==> config.mk <==
export PLATFORM = sky130hd
export DESIGN_NAME = hazard_ctrl
export DESIGN_NICKNAME = d
export VERILOG_FILES = /design/src/rtl/hazard_pkg.sv /design/src/rtl/hazard_fwd_sel.sv /design/src/rtl/hazard_ctrl.sv
export SDC_FILE = /design/constraint.sdc
export NUM_CORES = 1
export LEC_CHECK = 0
export ABC_AREA = 1
export BUFFER_PORTS_ARGS = -buffer_cell sky130_fd_sc_hd__buf_2
export CAP_MARGIN = 20
export CORE_ASPECT_RATIO = 2
export CORE_MARGIN = 3
export CORE_UTILIZATION = 41
export DETAILED_ROUTE_END_ITERATION = 16
export MAX_ROUTING_LAYER = met4
export PLACE_DENSITY = 0.74
export SYNTH_ARGS = -nofsm -noshare
export SYNTH_HDL_FRONTEND = slang
export SYNTH_SLANG_ARGS = --single-unit
==> constraint.sdc <==
create_clock -name clk -period 2.1 [get_ports clk]
set_input_delay 0.105 -clock clk [delete_from_list [all_inputs] [get_ports clk]]
set_output_delay 0.105 -clock clk [all_outputs]
set_load 0.05 [all_outputs]
==> src/rtl/hazard_pkg.sv <==
// Shared types for the pipeline hazard controller.
// Forward-select encodings and the scoreboard entry layout.
package hazard_pkg;

  // Widest register address a scoreboard entry can hold.
  // Narrower register files are zero-extended into it.
  localparam int SB_AW = 8;

  localparam logic [1:0] FWD_REG   = 2'b00;
  localparam logic [1:0] FWD_EXMEM = 2'b01;
  localparam logic [1:0] FWD_MEMWB = 2'b10;

  typedef struct packed {
    logic             valid;
    logic             wr_en;
    logic [SB_AW-1:0] rd;
    logic             is_load;
  } sb_entry_t;

  localparam sb_entry_t SB_EMPTY = '0;

  // True when the in-flight entry produces the register ID reads.
  function automatic logic sb_hit(
    input sb_entry_t        e,
    input logic [SB_AW-1:0] src,
    input logic             src_used,
    input logic             zero_reg
  );
    return e.valid && e.wr_en && src_used &&
           (e.rd == src) &&
           !(zero_reg && (src == '0));
  endfunction

endpackage

==> src/rtl/hazard_fwd_sel.sv <==
// Operand forward select for one ALU source.
// Nearest producer (EX) wins over MEM; WB never forwards.
module hazard_fwd_sel
  import hazard_pkg::*;
#(
  parameter int ZERO_REG = 1
) (
  input  logic [SB_AW-1:0] src,
  input  logic             src_used,
  input  sb_entry_t        ex_e,
  input  sb_entry_t        mem_e,
  output logic [1:0]       sel,
  output logic             ex_hit
);

  logic mem_hit;
  logic unused_ld;

  assign unused_ld = ex_e.is_load ^ mem_e.is_load;

  // Priority compare against the two forwarding stages.
  always_comb begin
    ex_hit  = sb_hit(ex_e, src, src_used, ZERO_REG != 0);
    mem_hit = sb_hit(mem_e, src, src_used, ZERO_REG != 0);
    sel     = FWD_REG;
    unique case (1'b1)
      ex_hit:  sel = FWD_EXMEM;
      mem_hit: sel = FWD_MEMWB;
      default: sel = FWD_REG;
    endcase
  end

endmodule

==> src/rtl/hazard_ctrl.sv <==
// Pipeline hazard controller: scoreboard of EX/MEM/WB writers,
// load-use stall, branch/jump flush, memory freeze and forwarding.
module hazard_ctrl
  import hazard_pkg::*;
#(
  parameter int REG_AW   = 4,
  parameter int ZERO_REG = 1,
  parameter int CNT_W    = 16
) (
  input  logic              clk,
  input  logic              rst,
  input  logic              id_valid,
  input  logic [REG_AW-1:0] id_rs,
  input  logic [REG_AW-1:0] id_rt,
  input  logic              id_use_rs,
  input  logic              id_use_rt,
  input  logic              id_wr_en,
  input  logic [REG_AW-1:0] id_wr_reg,
  input  logic              id_is_load,
  input  logic              id_jump,
  input  logic              ex_branch_taken,
  input  logic              dmem_busy,
  output logic              pc_stall,
  output logic              ifid_stall,
  output logic              idex_bubble,
  output logic              ifid_flush,
  output logic              freeze,
  output logic [1:0]        fwd_a,
  output logic [1:0]        fwd_b,
  output logic [CNT_W-1:0]  stall_cnt
);

  sb_entry_t ex_q, ex_d;
  sb_entry_t mem_q, mem_d;
  sb_entry_t wb_q, wb_d;

  logic [CNT_W-1:0] stall_cnt_q, stall_cnt_d;

  logic [SB_AW-1:0] rs_x, rt_x;
  logic [1:0]       sel_a, sel_b;
  logic             ex_hit_a, ex_hit_b;
  logic             load_use, mem_wait;
  logic             unused_wb;

  assign rs_x = SB_AW'(id_rs);
  assign rt_x = SB_AW'(id_rt);

  // WB is tracked for visibility only; the regfile bypasses it.
  assign unused_wb = ^wb_q;

  hazard_fwd_sel #(.ZERO_REG(ZERO_REG)) u_fwd_a (
    .src      (rs_x),
    .src_used (id_use_rs),
    .ex_e     (ex_q),
    .mem_e    (mem_q),
    .sel      (sel_a),
    .ex_hit   (ex_hit_a)
  );

  hazard_fwd_sel #(.ZERO_REG(ZERO_REG)) u_fwd_b (
    .src      (rt_x),
    .src_used (id_use_rt),
    .ex_e     (ex_q),
    .mem_e    (mem_q),
    .sel      (sel_b),
    .ex_hit   (ex_hit_b)
  );

  assign mem_wait = mem_q.valid & dmem_busy;
  assign load_use = id_valid & ex_q.is_load &
                    (ex_hit_a | ex_hit_b);

  // Control priority: freeze > branch > load-use > jump.
  always_comb begin
    pc_stall    = 1'b0;
    ifid_stall  = 1'b0;
    idex_bubble = 1'b0;
    ifid_flush  = 1'b0;
    freeze      = 1'b0;
    fwd_a       = FWD_REG;
    fwd_b       = FWD_REG;
    if (!rst) begin
      fwd_a = sel_a;
      fwd_b = sel_b;
      if (mem_wait) begin
        freeze = 1'b1;
      end else if (ex_branch_taken) begin
        ifid_flush  = 1'b1;
        idex_bubble = 1'b1;
      end else if (load_use) begin
        pc_stall    = 1'b1;
        ifid_stall  = 1'b1;
        idex_bubble = 1'b1;
      end else if (id_jump && id_valid) begin
        ifid_flush = 1'b1;
      end
    end
  end

  // Scoreboard shift; holds while memory stalls MEM.
  always_comb begin
    ex_d  = ex_q;
    mem_d = mem_q;
    wb_d  = wb_q;
    if (!mem_wait) begin
      wb_d  = mem_q;
      mem_d = ex_q;
      ex_d  = SB_EMPTY;
      if (id_valid && !idex_bubble) begin
        ex_d.valid   = 1'b1;
        ex_d.wr_en   = id_wr_en;
        ex_d.rd      = SB_AW'(id_wr_reg);
        ex_d.is_load = id_is_load;
      end
    end
  end

  // Saturating count of PC-stall cycles.
  always_comb begin
    stall_cnt_d = stall_cnt_q;
    if (pc_stall && (stall_cnt_q != '1)) begin
      stall_cnt_d = stall_cnt_q + 1'b1;
    end
  end

  // State registers.
  always_ff @(posedge clk or posedge rst) begin
    if (rst) begin
      ex_q        <= SB_EMPTY;
      mem_q       <= SB_EMPTY;
      wb_q        <= SB_EMPTY;
      stall_cnt_q <= '0;
    end else begin
      ex_q        <= ex_d;
      mem_q       <= mem_d;
      wb_q        <= wb_d;
      stall_cnt_q <= stall_cnt_d;
    end
  end

  assign stall_cnt = stall_cnt_q;

endmodule

==> flow_metrics.tcl <==
set metrics [dict create \
    ios 47 \
    dieWidth_um 54.13 \
    htree_levels 2 \
    first_global_vias 1731 \
    status "completed" \
    drv_slew 0 \
    globalRouteOverflowTotal 0 \
    required_ps 2000 \
    max-slew-margin-rel 0.7380 \
    grt_pass1_wl_um 7376 \
    initial_core_util 0.4293 \
    layout.nets 327 \
    antenna_found_initial 0 \
    wl_per_cell_um 13.12 \
    finalWorstSetupSlack_ps 189.0 \
    place_congestion 0.8195 \
    seq_area_frac_synth 0.3821 \
    viasPerCell 4.972 \
    period_needed_ps 1911 \
    muxShareOfSynthArea 0 \
    finalSetupViolCount 0 \
    core_um2 4424 \
    yosysTopAreaCell "dfrtp_1" \
    fmax_mhz 523.3 \
    place_ws_ps 385.8 \
    multiInputGateArea_um2 994.7 \
    power_frac_comb 0.173 \
    crit_type "reg2out" \
    synthesis.instances 253 \
    die_h_um 102.3 \
    grt_usage 0.1857 \
    cts-root-to-sink-buffers 2 \
    drc_errors 0 \
    cts_sinks 29 \
    yosys.area.top_type_share 0.3821 \
    synth_nets 276 \
    worst_slew_pin_slew_ps 391.6 \
    r2r_start "stall_cnt[0]" \
    power_leakage_nw 1.264 \
    cts_buffers 5 \
    mostFrequentLayoutCells "nand2_1, buf_2, inv_1" \
    vias 1785 \
    post_cts_buffers 0 \
    synth_seq_cells 29 \
    pwr-share-clk 0.336 \
    power_per_cell_area_nw_per_um2 563.1 \
    fin_crit_sh 0.9100 \
    ys.flop_type "dfrtp_1" \
    synth_adder_area_share 0.006588 \
    startpoint_type "flip-flop" \
    synth_xor_area_frac 0.08762 \
    fin_util 0.5141 \
    hp-start "id_wr_reg[0]" \
    critPathMaxFanout 8 \
    drt_pass1_iterations 6 \
    hold_violations 0 \
    setup_tns_ps 0 \
    ys.warnings.count 0 \
    drtAntennaViolNets 0 \
    dp_hpwl_um 3691 \
    synthSimpleGateAreaFrac 0.3439 \
    nFillCells 468 \
    hp-class "in2reg" \
    maxCapViolCount 0 \
    netSwitchingPower_uw 383.2 \
    dieArea_um2 5535 \
    synth-compound-area-share 0.08103 \
    n_antenna_cell 0 \
    pwr-share-seq 0.492 \
    insertion_delay_ps 270 \
    ir_drop_uv 414.8 \
    rsz0062_at_grt "no" \
    synth_edf_count 0 \
    wl_um 4709 \
    arrival_ps 1810 \
    syn_avg_cell_area_um2 7.507 \
    synth_top_family_by_area "simple AND/OR/NAND/NOR gates" \
    final_common_cell "nand2_1" \
    mappedNetlistArea_um2 1899 \
    syn_to_final_growth_pct 19.76 \
    postSynth.asyncResetShare 1.000 \
    ys_types 36 \
    cts-root-buf "clkbuf_8" \
    grt_max_degree 30 \
    clk_pin_slew_ps 60 \
    yosys-top-cells-area "dfrtp_1, nand2_1, inv_1" \
    port_buffers 46 \
    ff_latch_area_um2 725.7 \
    cts_tree "done" \
    swShare 0.2992 \
    crit_start "ex_q[2]" \
    crit_path_end_kind "output pin" \
    row_count 34 \
    skew_ps 4.871 \
    layout-drive-gt1-share 0.2721 \
    first_iter_violations 41 \
    p_int_uw 897.6 \
]
kinds of logic (layout without fill, tap and decap cells):
group / count (synthesis) / in the layout
AOI/OAI and AO/OA: 23 / 23
buffers and inverters: 45 / 97
xor gates and xnor gates: 19 / 19
adders and majority gates: 1 / 1
DFF: 29 / 29
and+or+nand+nor: 136 / 136
power groups by stage:
stage          logic [mW]  registers [mW]  clock network [mW]
3_3_place_gp        0.215           0.637                   0
5_1_grt             0.245           0.632               0.473
6_report            0.221           0.630               0.430
4_1_cts             0.220           0.628               0.453
2_1_floorplan       0.144           0.634                   0
3_5_place_dp        0.217           0.638                   0
Yosys cell counts, types with 3 or more instances:
cell     number
o21ai_1       3
inv_1        37
inv_2         4
xor2_1       15
xnor2_1       4
nand2_1      86
nor2_1       15
dfrtp_1      29
nor3_1        4
nor2_2        3
nand3_2       3
nand3_1      11
o21ai_2       6
o21ai_0       6
per-stage QoR:
| stage | instances | total power [mW] | instance area (um2) | hold WS [ps] |
|---|---|---|---|---|
| 2_1_floorplan | 253 | 0.7783 | 1906 | 25.46 |
| 3_3_place_gp | 350 | 0.8523 | 2177 | 310.9 |
| 3_5_place_dp | 350 | 0.8551 | 2177 | 293.9 |
| 4_1_cts | 359 | 1.301 | 2270 | 53.09 |
| 5_1_grt | 359 | 1.350 | 2275 | 77.93 |
| 6_report | 359 | 1.281 | 2275 | 61.96 |
state kept, by name, indices dropped and copies added (netlist names):
signal,cells
stall_cnt,16
mem_q,6
ex_q,7
layout make-up:
class                   count  share of cell area
repair buffers             48              0.1100
multi-input cells         179              0.4373
flip-flops and latches     29              0.3190
clock buffers               6             0.03190
inverters                  41             0.06766
clock inverters             2            0.004400
well taps                  54             0.02970
repair_timing:
item | in CTS | in global routing
hold buffers | 1 | 0
resized for setup | 0 | 2
setup endpoints to repair | 0 | 1
endpoints found under the hold margin | 10 | 0
path summary, 6_finish.rpt:
path	to	depth (start not counted)	slack, ps
hold / removal	ex_q[1]	3	60
hold reg to reg	ex_q[0]	2	490
setup reg to reg	stall_cnt[2]	7	390
max in group asynchronous	stall_cnt[6]	4	1280
setup / recovery	idex_bubble	12	190
min in group asynchronous	mem_q[2]	4	540
critical path, stage by stage, from the launching register on:
cell and delay, ps:
dfrtp_1 440, inv_2 100, nand2_1 50, nand2_1 50, nand2_1 50, nor2_1 90
nand2_1 110, nand2_4 110, nand2_1 70, nand2_1 70, nand2_2 100, inv_1 70
clkbuf_4 220
layer usage:
layer  up-vias  GRT usage  routed length, um  share of wire
met5         -          -                  0              0
met4         0    0.06910                114          0.024
met3        12    0.03650                305          0.065
met2        76     0.3490               2635           0.56
met1       813     0.1727               1654           0.35
li1        884          -                  -              -
Power figures use the tool's default switching activity.
